File: config.mk
export PLATFORM = sky130hd
export DESIGN_NAME = dnn2ami_rd_path
export DESIGN_NICKNAME = d
export VERILOG_FILES = /design/src/rtl/dnn2ami_rd_path.sv
export SDC_FILE = /design/constraint.sdc
export NUM_CORES = 1
export LEC_CHECK = 0
export BUFFER_PORTS_ARGS = -buffer_cell sky130_fd_sc_hd__buf_4
export CAP_MARGIN = 20
export CORE_ASPECT_RATIO = 1.1
export CORE_MARGIN = 10
export CORE_UTILIZATION = 45
export CTS_CLUSTER_DIAMETER = 200
export DETAILED_ROUTE_END_ITERATION = 6
export PLACE_DENSITY = 0.71
export SETUP_SLACK_MARGIN = 0.2
export SLEW_MARGIN = 5
export SYNTH_ARGS = -nofsm -noshare
export SYNTH_HDL_FRONTEND = slang
export SYNTH_SLANG_ARGS = --single-unit
File: constraint.sdc
create_clock -name clk -period 5.1 [get_ports clk]
set_clock_uncertainty 0.15 [all_clocks]
set_input_delay 1.275 -clock clk [delete_from_list [all_inputs] [get_ports clk]]
set_output_delay 1.275 -clock clk [all_outputs]
set_load 0.01 [all_outputs]
File: src/rtl/dnn2ami_rd_path.sv
// AMI request record shared with the memory arbiter.
package dnn2ami_pkg;
    typedef struct packed {
        logic        valid;
        logic        isWrite;
        logic [63:0] addr;
        logic [63:0] data;
        logic [7:0]  size;
    } AMIRequest;
endpackage

// Show-ahead FIFO: head visible the cycle after push; push ignored when full, pop ignored when empty.
module dnn2ami_fifo #(
    parameter int W         = 8,
    parameter int LOG_DEPTH = 3
) (
    input  logic         clk,
    input  logic         rst,
    input  logic         push,
    input  logic [W-1:0] push_dat,
    input  logic         pop,
    output logic [W-1:0] pop_dat,
    output logic         full,
    output logic         empty
);
    localparam int DEPTH = 1 << LOG_DEPTH;

    logic [W-1:0]         mem [DEPTH];
    logic [LOG_DEPTH-1:0] wr_ptr;
    logic [LOG_DEPTH-1:0] rd_ptr;
    logic [LOG_DEPTH:0]   count;
    logic                 do_push;
    logic                 do_pop;

    assign full    = (count == (LOG_DEPTH+1)'(DEPTH));
    assign empty   = (count == '0);
    assign do_push = push && !full;
    assign do_pop  = pop && !empty;
    assign pop_dat = mem[rd_ptr];

    always_ff @(posedge clk) begin
        if (do_push) begin
            mem[wr_ptr] <= push_dat;
        end
    end

    always_ff @(posedge clk or posedge rst) begin
        if (rst) begin
            wr_ptr <= '0;
            rd_ptr <= '0;
            count  <= '0;
        end else begin
            if (do_push) begin
                wr_ptr <= wr_ptr + LOG_DEPTH'(1);
            end
            if (do_pop) begin
                rd_ptr <= rd_ptr + LOG_DEPTH'(1);
            end
            if (do_push && !do_pop) begin
                count <= count + (LOG_DEPTH+1)'(1);
            end else if (!do_push && do_pop) begin
                count <= count - (LOG_DEPTH+1)'(1);
            end
        end
    end
endmodule

// Fractures macro reads into 8-byte AMI reads and steers in-order responses to PU input buffers.
// reqValid two cycles after an idle accept; responses stall on a full head-of-line buffer.
module dnn2ami_rd_path
    import dnn2ami_pkg::*;
#(
    parameter int NUM_PU            = 2,
    parameter int AXI_ADDR_WIDTH    = 32,
    parameter int AXI_DATA_WIDTH    = 64,
    parameter int TX_SIZE_WIDTH     = 10,
    parameter int NUM_PU_W          = $clog2(NUM_PU) + 1,
    parameter int MACRO_Q_LOG_DEPTH = 3,
    parameter int MAX_OUTSTANDING   = 16,
    parameter int INBUF_DATA_W      = NUM_PU * AXI_DATA_WIDTH
) (
    input  logic                      clk,
    input  logic                      rst,
    input  logic                      rd_req,
    input  logic [NUM_PU_W-1:0]       rd_pu_id,
    input  logic [TX_SIZE_WIDTH-1:0]  rd_req_size,
    input  logic [AXI_ADDR_WIDTH-1:0] rd_addr,
    output logic                      rd_ready,
    output logic                      rd_done,
    output logic                      reqValid,
    output AMIRequest                 reqOut,
    input  logic                      reqOut_grant,
    input  logic                      respValid,
    input  logic [AXI_DATA_WIDTH-1:0] respData,
    output logic                      resp_grant,
    input  logic [NUM_PU-1:0]         inbuf_full,
    output logic [NUM_PU-1:0]         inbuf_push,
    output logic [INBUF_DATA_W-1:0]   data_to_inbuf
);
    localparam int MACRO_W = NUM_PU_W + TX_SIZE_WIDTH + AXI_ADDR_WIDTH;
    localparam int TAG_W   = NUM_PU_W + 1;
    localparam int TAG_LOG = $clog2(MAX_OUTSTANDING);
    localparam int OUT_W   = TAG_LOG + 1;

    typedef enum logic {IDLE, ISSUE} state_t;

    logic                      macro_push;
    logic                      macro_pop;
    logic                      macro_full;
    logic                      macro_empty;
    logic [MACRO_W-1:0]        macro_dat;
    logic [NUM_PU_W-1:0]       m_pu;
    logic [TX_SIZE_WIDTH-1:0]  m_size;
    logic [AXI_ADDR_WIDTH-1:0] m_addr;

    state_t                    state;
    logic [AXI_ADDR_WIDTH-1:0] cur_addr;
    logic [TX_SIZE_WIDTH-1:0]  beats_left;
    logic [NUM_PU_W-1:0]       cur_pu;
    logic [OUT_W-1:0]          outstanding;
    logic                      req_fire;

    logic                      tag_full;
    logic                      tag_empty;
    logic [TAG_W-1:0]          tag_dat;
    logic [NUM_PU_W-1:0]       head_pu;
    logic                      head_last;
    logic                      head_blocked;

    // Zero-length requests never enter the queue, so the FSM only ever sees non-empty work.
    assign macro_push = rd_req && (rd_req_size != '0);
    assign rd_ready   = !macro_full;
    assign macro_pop  = (state == IDLE) && !macro_empty;
    assign {m_pu, m_size, m_addr} = macro_dat;

    dnn2ami_fifo #(
        .W         (MACRO_W),
        .LOG_DEPTH (MACRO_Q_LOG_DEPTH)
    ) u_macro_q (
        .clk      (clk),
        .rst      (rst),
        .push     (macro_push),
        .push_dat ({rd_pu_id, rd_req_size, rd_addr}),
        .pop      (macro_pop),
        .pop_dat  (macro_dat),
        .full     (macro_full),
        .empty    (macro_empty)
    );

    assign reqValid = (state == ISSUE) && (outstanding < OUT_W'(MAX_OUTSTANDING)) && !tag_full;
    assign req_fire = reqValid && reqOut_grant;

    always_comb begin
        reqOut         = '0;
        reqOut.valid   = 1'b1;
        reqOut.isWrite = 1'b0;
        reqOut.addr    = 64'(cur_addr);
        reqOut.size    = 8'd8;
    end

    always_ff @(posedge clk or posedge rst) begin
        if (rst) begin
            state      <= IDLE;
            cur_addr   <= '0;
            beats_left <= '0;
            cur_pu     <= '0;
        end else begin
            case (state)
                IDLE: begin
                    if (!macro_empty) begin
                        cur_addr   <= m_addr;
                        beats_left <= m_size;
                        cur_pu     <= m_pu;
                        state      <= ISSUE;
                    end
                end
                ISSUE: begin
                    if (req_fire) begin
                        cur_addr   <= cur_addr + AXI_ADDR_WIDTH'(8);
                        beats_left <= beats_left - TX_SIZE_WIDTH'(1);
                        if (beats_left == TX_SIZE_WIDTH'(1)) begin
                            state <= IDLE;
                        end
                    end
                end
                default: state <= IDLE;
            endcase
        end
    end

    always_ff @(posedge clk or posedge rst) begin
        if (rst) begin
            outstanding <= '0;
        end else if (req_fire && !resp_grant) begin
            outstanding <= outstanding + OUT_W'(1);
        end else if (!req_fire && resp_grant) begin
            outstanding <= outstanding - OUT_W'(1);
        end
    end

    // One tag per granted read; responses return in order, so the head names the destination.
    dnn2ami_fifo #(
        .W         (TAG_W),
        .LOG_DEPTH (TAG_LOG)
    ) u_tag_q (
        .clk      (clk),
        .rst      (rst),
        .push     (req_fire),
        .push_dat ({cur_pu, beats_left == TX_SIZE_WIDTH'(1)}),
        .pop      (resp_grant),
        .pop_dat  (tag_dat),
        .full     (tag_full),
        .empty    (tag_empty)
    );

    assign {head_pu, head_last} = tag_dat;

    always_comb begin
        head_blocked = 1'b0;
        for (int i = 0; i < NUM_PU; i++) begin
            if (head_pu == NUM_PU_W'(i)) begin
                head_blocked = inbuf_full[i];
            end
        end
    end

    assign resp_grant = respValid && !tag_empty && !head_blocked;

    always_comb begin
        inbuf_push    = '0;
        data_to_inbuf = '0;
        for (int i = 0; i < NUM_PU; i++) begin
            if (!tag_empty && (head_pu == NUM_PU_W'(i))) begin
                inbuf_push[i] = resp_grant;
                data_to_inbuf[i*AXI_DATA_WIDTH +: AXI_DATA_WIDTH] = respData;
            end
        end
    end

    always_ff @(posedge clk or posedge rst) begin
        if (rst) begin
            rd_done <= 1'b0;
        end else begin
            rd_done <= resp_grant && head_last;
        end
    end
endmodule

==> reports/metrics.cfg <==
[critical_path]
path_buf_inv=2
critical_path_class=flip-flop to output port
max_stage_delay_ps=680
cp.arrival_ps=3310
path_delay_family=multiplexers
path_max_fanout=33
end_kind=output port
start_kind=flip-flop
required_ps=3670
path_cells=mux4_2, mux4_2, nor2_4, buf_4, and3_1, buf_4
worst_path_max_delay_cell=mux4_2

[die]
die_area_um2=56400
die-height_um=248
start_util_pct=45.5
core_um2=46700
row_count=83
num_io_pins=387
die_w_um=227

[sta]
hold_viol_final=0
fin_crit_ps=4740
setup_tns_ps=0
drv_slew=0
fmax_ghz=0.211
setup_ws_ps=361
finalCritPeriodShare_pct=92.9
tightest_slew_ps=1070
rsz0062_at_grt=no
setup_violations=0
relSlewSlack_pct=28.1

[placement]
io_buffers=280
dp.cells=2179
dpl.hpwl_mm=42.0
globalplace.congestion=0.869
place_ws_ps=758

[final_layout]
fin_nets=1775
final_cells=2277
drive_gt1_share_pct=31.5
area_growth_syn_to_layout_pct=19.3

[yosys]
syn_area_per_cell_um2=15.7
synth_edf_count=400
async_flop_share_pct=15.6
synthFlopType=edfxtp_1
synth_seq_cells=474
yosysSeqAreaShare_pct=65.1
netlist_area_um2=21300
yosys_warnings=0
ys_types=67
syn-instance-count=1359

[routing]
vias=12574
wl_per_cell_um=26.3
first_pass_iters=5
ant_nets=0
viasPerCell=5.52
totalWireLength_mm=59.8
drc_errors=0
first_iter_violations=810

[pwr]
power.total_w=0.0150
p_leak_nw=9.49
ir_drop_uv=379
power.density_nw_per_um2=592

[grt]
antenna_found_initial=20
grt_pass1_vias=12747
track_usage_pct=20.7
grt_max_degree=63
grt_pass1_wl_mm=85.5
overflow=0

[cts]
numCtsBuffers=47
post_cts_buffers=0
path_clk_slew_ps=70
clkSinkCount=474
root_buffer=clkbuf_16
clockBufferDepth=3
cts_tree=done
cts_max_level=2
clk_latency_ps=580

[outcome]
status=completed

[job]
cap_violations=0

[hold_path]
hold_path.class=flip-flop to flip-flop

state kept, by name (all words and copies together), names as in the netlist:
| name | count |
|---|---|
| u_macro_q.mem | 352 |
| u_tag_q.count | 5 |
| cur_addr | 32 |
| u_macro_q.count | 4 |
| outstanding | 5 |
| beats_left | 10 |
| rd_done | 1 |
| u_macro_q.rd_ptr | 3 |
| state | 1 |
| u_tag_q.rd_ptr | 4 |
| u_tag_q.mem | 48 |
| cur_pu | 2 |
| u_macro_q.wr_ptr | 3 |
| u_tag_q.wr_ptr | 4 |
metal layers:
layer  vias up  track usage [%]  part of all wire (%)
li1       5609                -                     -
met1      6342             22.5                    34
met2       512             37.8                    54
met3       109             5.16                   8.5
met4         2             8.49                   3.2
met5         -                0                 0.012
worst register-to-register path, cell delays in order, from the launching register on:
cell,delay (ps)
dfrtp_1,600
mux4_2,580
mux2_2,340
o2bb2ai_1,160
nor2_1,340
o21ai_0,190
ha_1,270
inv_1,140
ha_1,270
nor2b_1,140
o21a_1,170
or3_1,310
a21oi_1,180
xor2_1,160
cells in the mapped netlist, types with 6 or more instances:
| cell | number | area, um^2 |
|---|---|---|
| mux2_2 | 14 | 158 |
| a21oi_1 | 33 | 165 |
| nand2_1 | 49 | 184 |
| and3_1 | 74 | 463 |
| o211ai_1 | 6 | 45.0 |
| edfxtp_1 | 400 | 12000 |
| buf_4 | 107 | 803 |
| xnor2_1 | 12 | 105 |
| nor2b_1 | 6 | 37.5 |
| buf_1 | 8 | 30.0 |
| buf_6 | 6 | 67.6 |
| and2_1 | 67 | 419 |
| nor2_1 | 56 | 210 |
| a221oi_1 | 17 | 149 |
| clkbuf_1 | 42 | 158 |
| nand2b_1 | 8 | 50.1 |
| buf_2 | 23 | 115 |
| mux2i_1 | 45 | 450 |
| o21ai_0 | 37 | 185 |
| inv_1 | 19 | 71.3 |
| o22ai_1 | 6 | 37.5 |
| xor2_1 | 7 | 61.3 |
| nor4_1 | 7 | 43.8 |
| nor3_1 | 13 | 65.1 |
| nand3_1 | 18 | 90.1 |
| dfrtp_1 | 74 | 1850 |
| mux4_2 | 102 | 2300 |
| nand4_1 | 10 | 62.6 |
| ha_1 | 22 | 275 |
cell usage in the layout, fill, tap and decap left out, types with 22 or more instances in the layout:
| cell | count |
|---|---|
| conb_1 | 106 |
| and2_1 | 67 |
| mux2i_1 | 45 |
| ha_1 | 22 |
| edfxtp_1 | 400 |
| mux4_2 | 102 |
| dfrtp_1 | 69 |
| a21oi_1 | 33 |
| buf_4 | 299 |
| nor2_1 | 48 |
| nand2_1 | 49 |
| clkbuf_16 | 49 |
| o21ai_0 | 37 |
| and3_1 | 74 |
per-stage QoR:
stage                     utilization [%]  cell area, um^2  hold slack (ps)
after floorplan                         -            21700              283
after global placement               50.9            23800              299
after detailed placement             50.9            23800              299
after CTS                            54.3            25400              311
after global routing                 54.3            25400              323
final                                54.3            25400              310
worst paths after layout:
| check | start | endpoint | slack (ps) | cells past startpoint |
|---|---|---|---|---|
| hold reg to reg | outstanding[4] | outstanding[4] | 310 | 1 |
| max in group asynchronous | rst | u_macro_q.rd_ptr[1] | 3090 | 3 |
| min in group asynchronous | rst | cur_pu[1] | 730 | 2 |
| setup reg to reg | u_tag_q.rd_ptr[3] | u_tag_q.count[4] | 1030 | 13 |
| setup / recovery | u_tag_q.rd_ptr[0] | data_to_inbuf[58] | 360 | 6 |
| hold / removal | outstanding[4] | outstanding[4] | 310 | 1 |
power breakdown:
group,total [W],internal [W],switching [W],leakage [nW]
registers,0.00561,0.00497,0.000639,4.53
clock network,0.00346,0.00201,0.00145,0.760
logic,0.00596,0.00278,0.00319,4.20
kinds of logic after synthesis:
logic type / count (synthesis) / share of synthesized area (%)
AOI/OAI and AO/OA: 146 / 4.60
xor gates and xnor gates: 19 / 0.782
adders and majority gates: 25 / 1.58
buffers and inverters: 205 / 5.85
DFF: 474 / 65.1
muxes: 162 / 13.7
other: 2 / 0.0353
and+or+nand+nor: 326 / 8.31
layout make-up:
class                   count  area (um^2)
fillers                  3714        21300
flip-flops and latches    474        13900
multi-input cells         786         6720
repair buffers            307         2400
clock buffers              61         1340
well taps                 595          744
clock inverters            25          218
inverters                  19         72.6
diodes                     10         25.0
what timing repair did:
item                       4_1_cts  5_1_grt
hold buffers                     0        0
pin swaps                        2        1
gates cloned                     2        0
resized for setup                0        1
setup endpoints to repair       78       78
(Power assumes the default switching activity.)
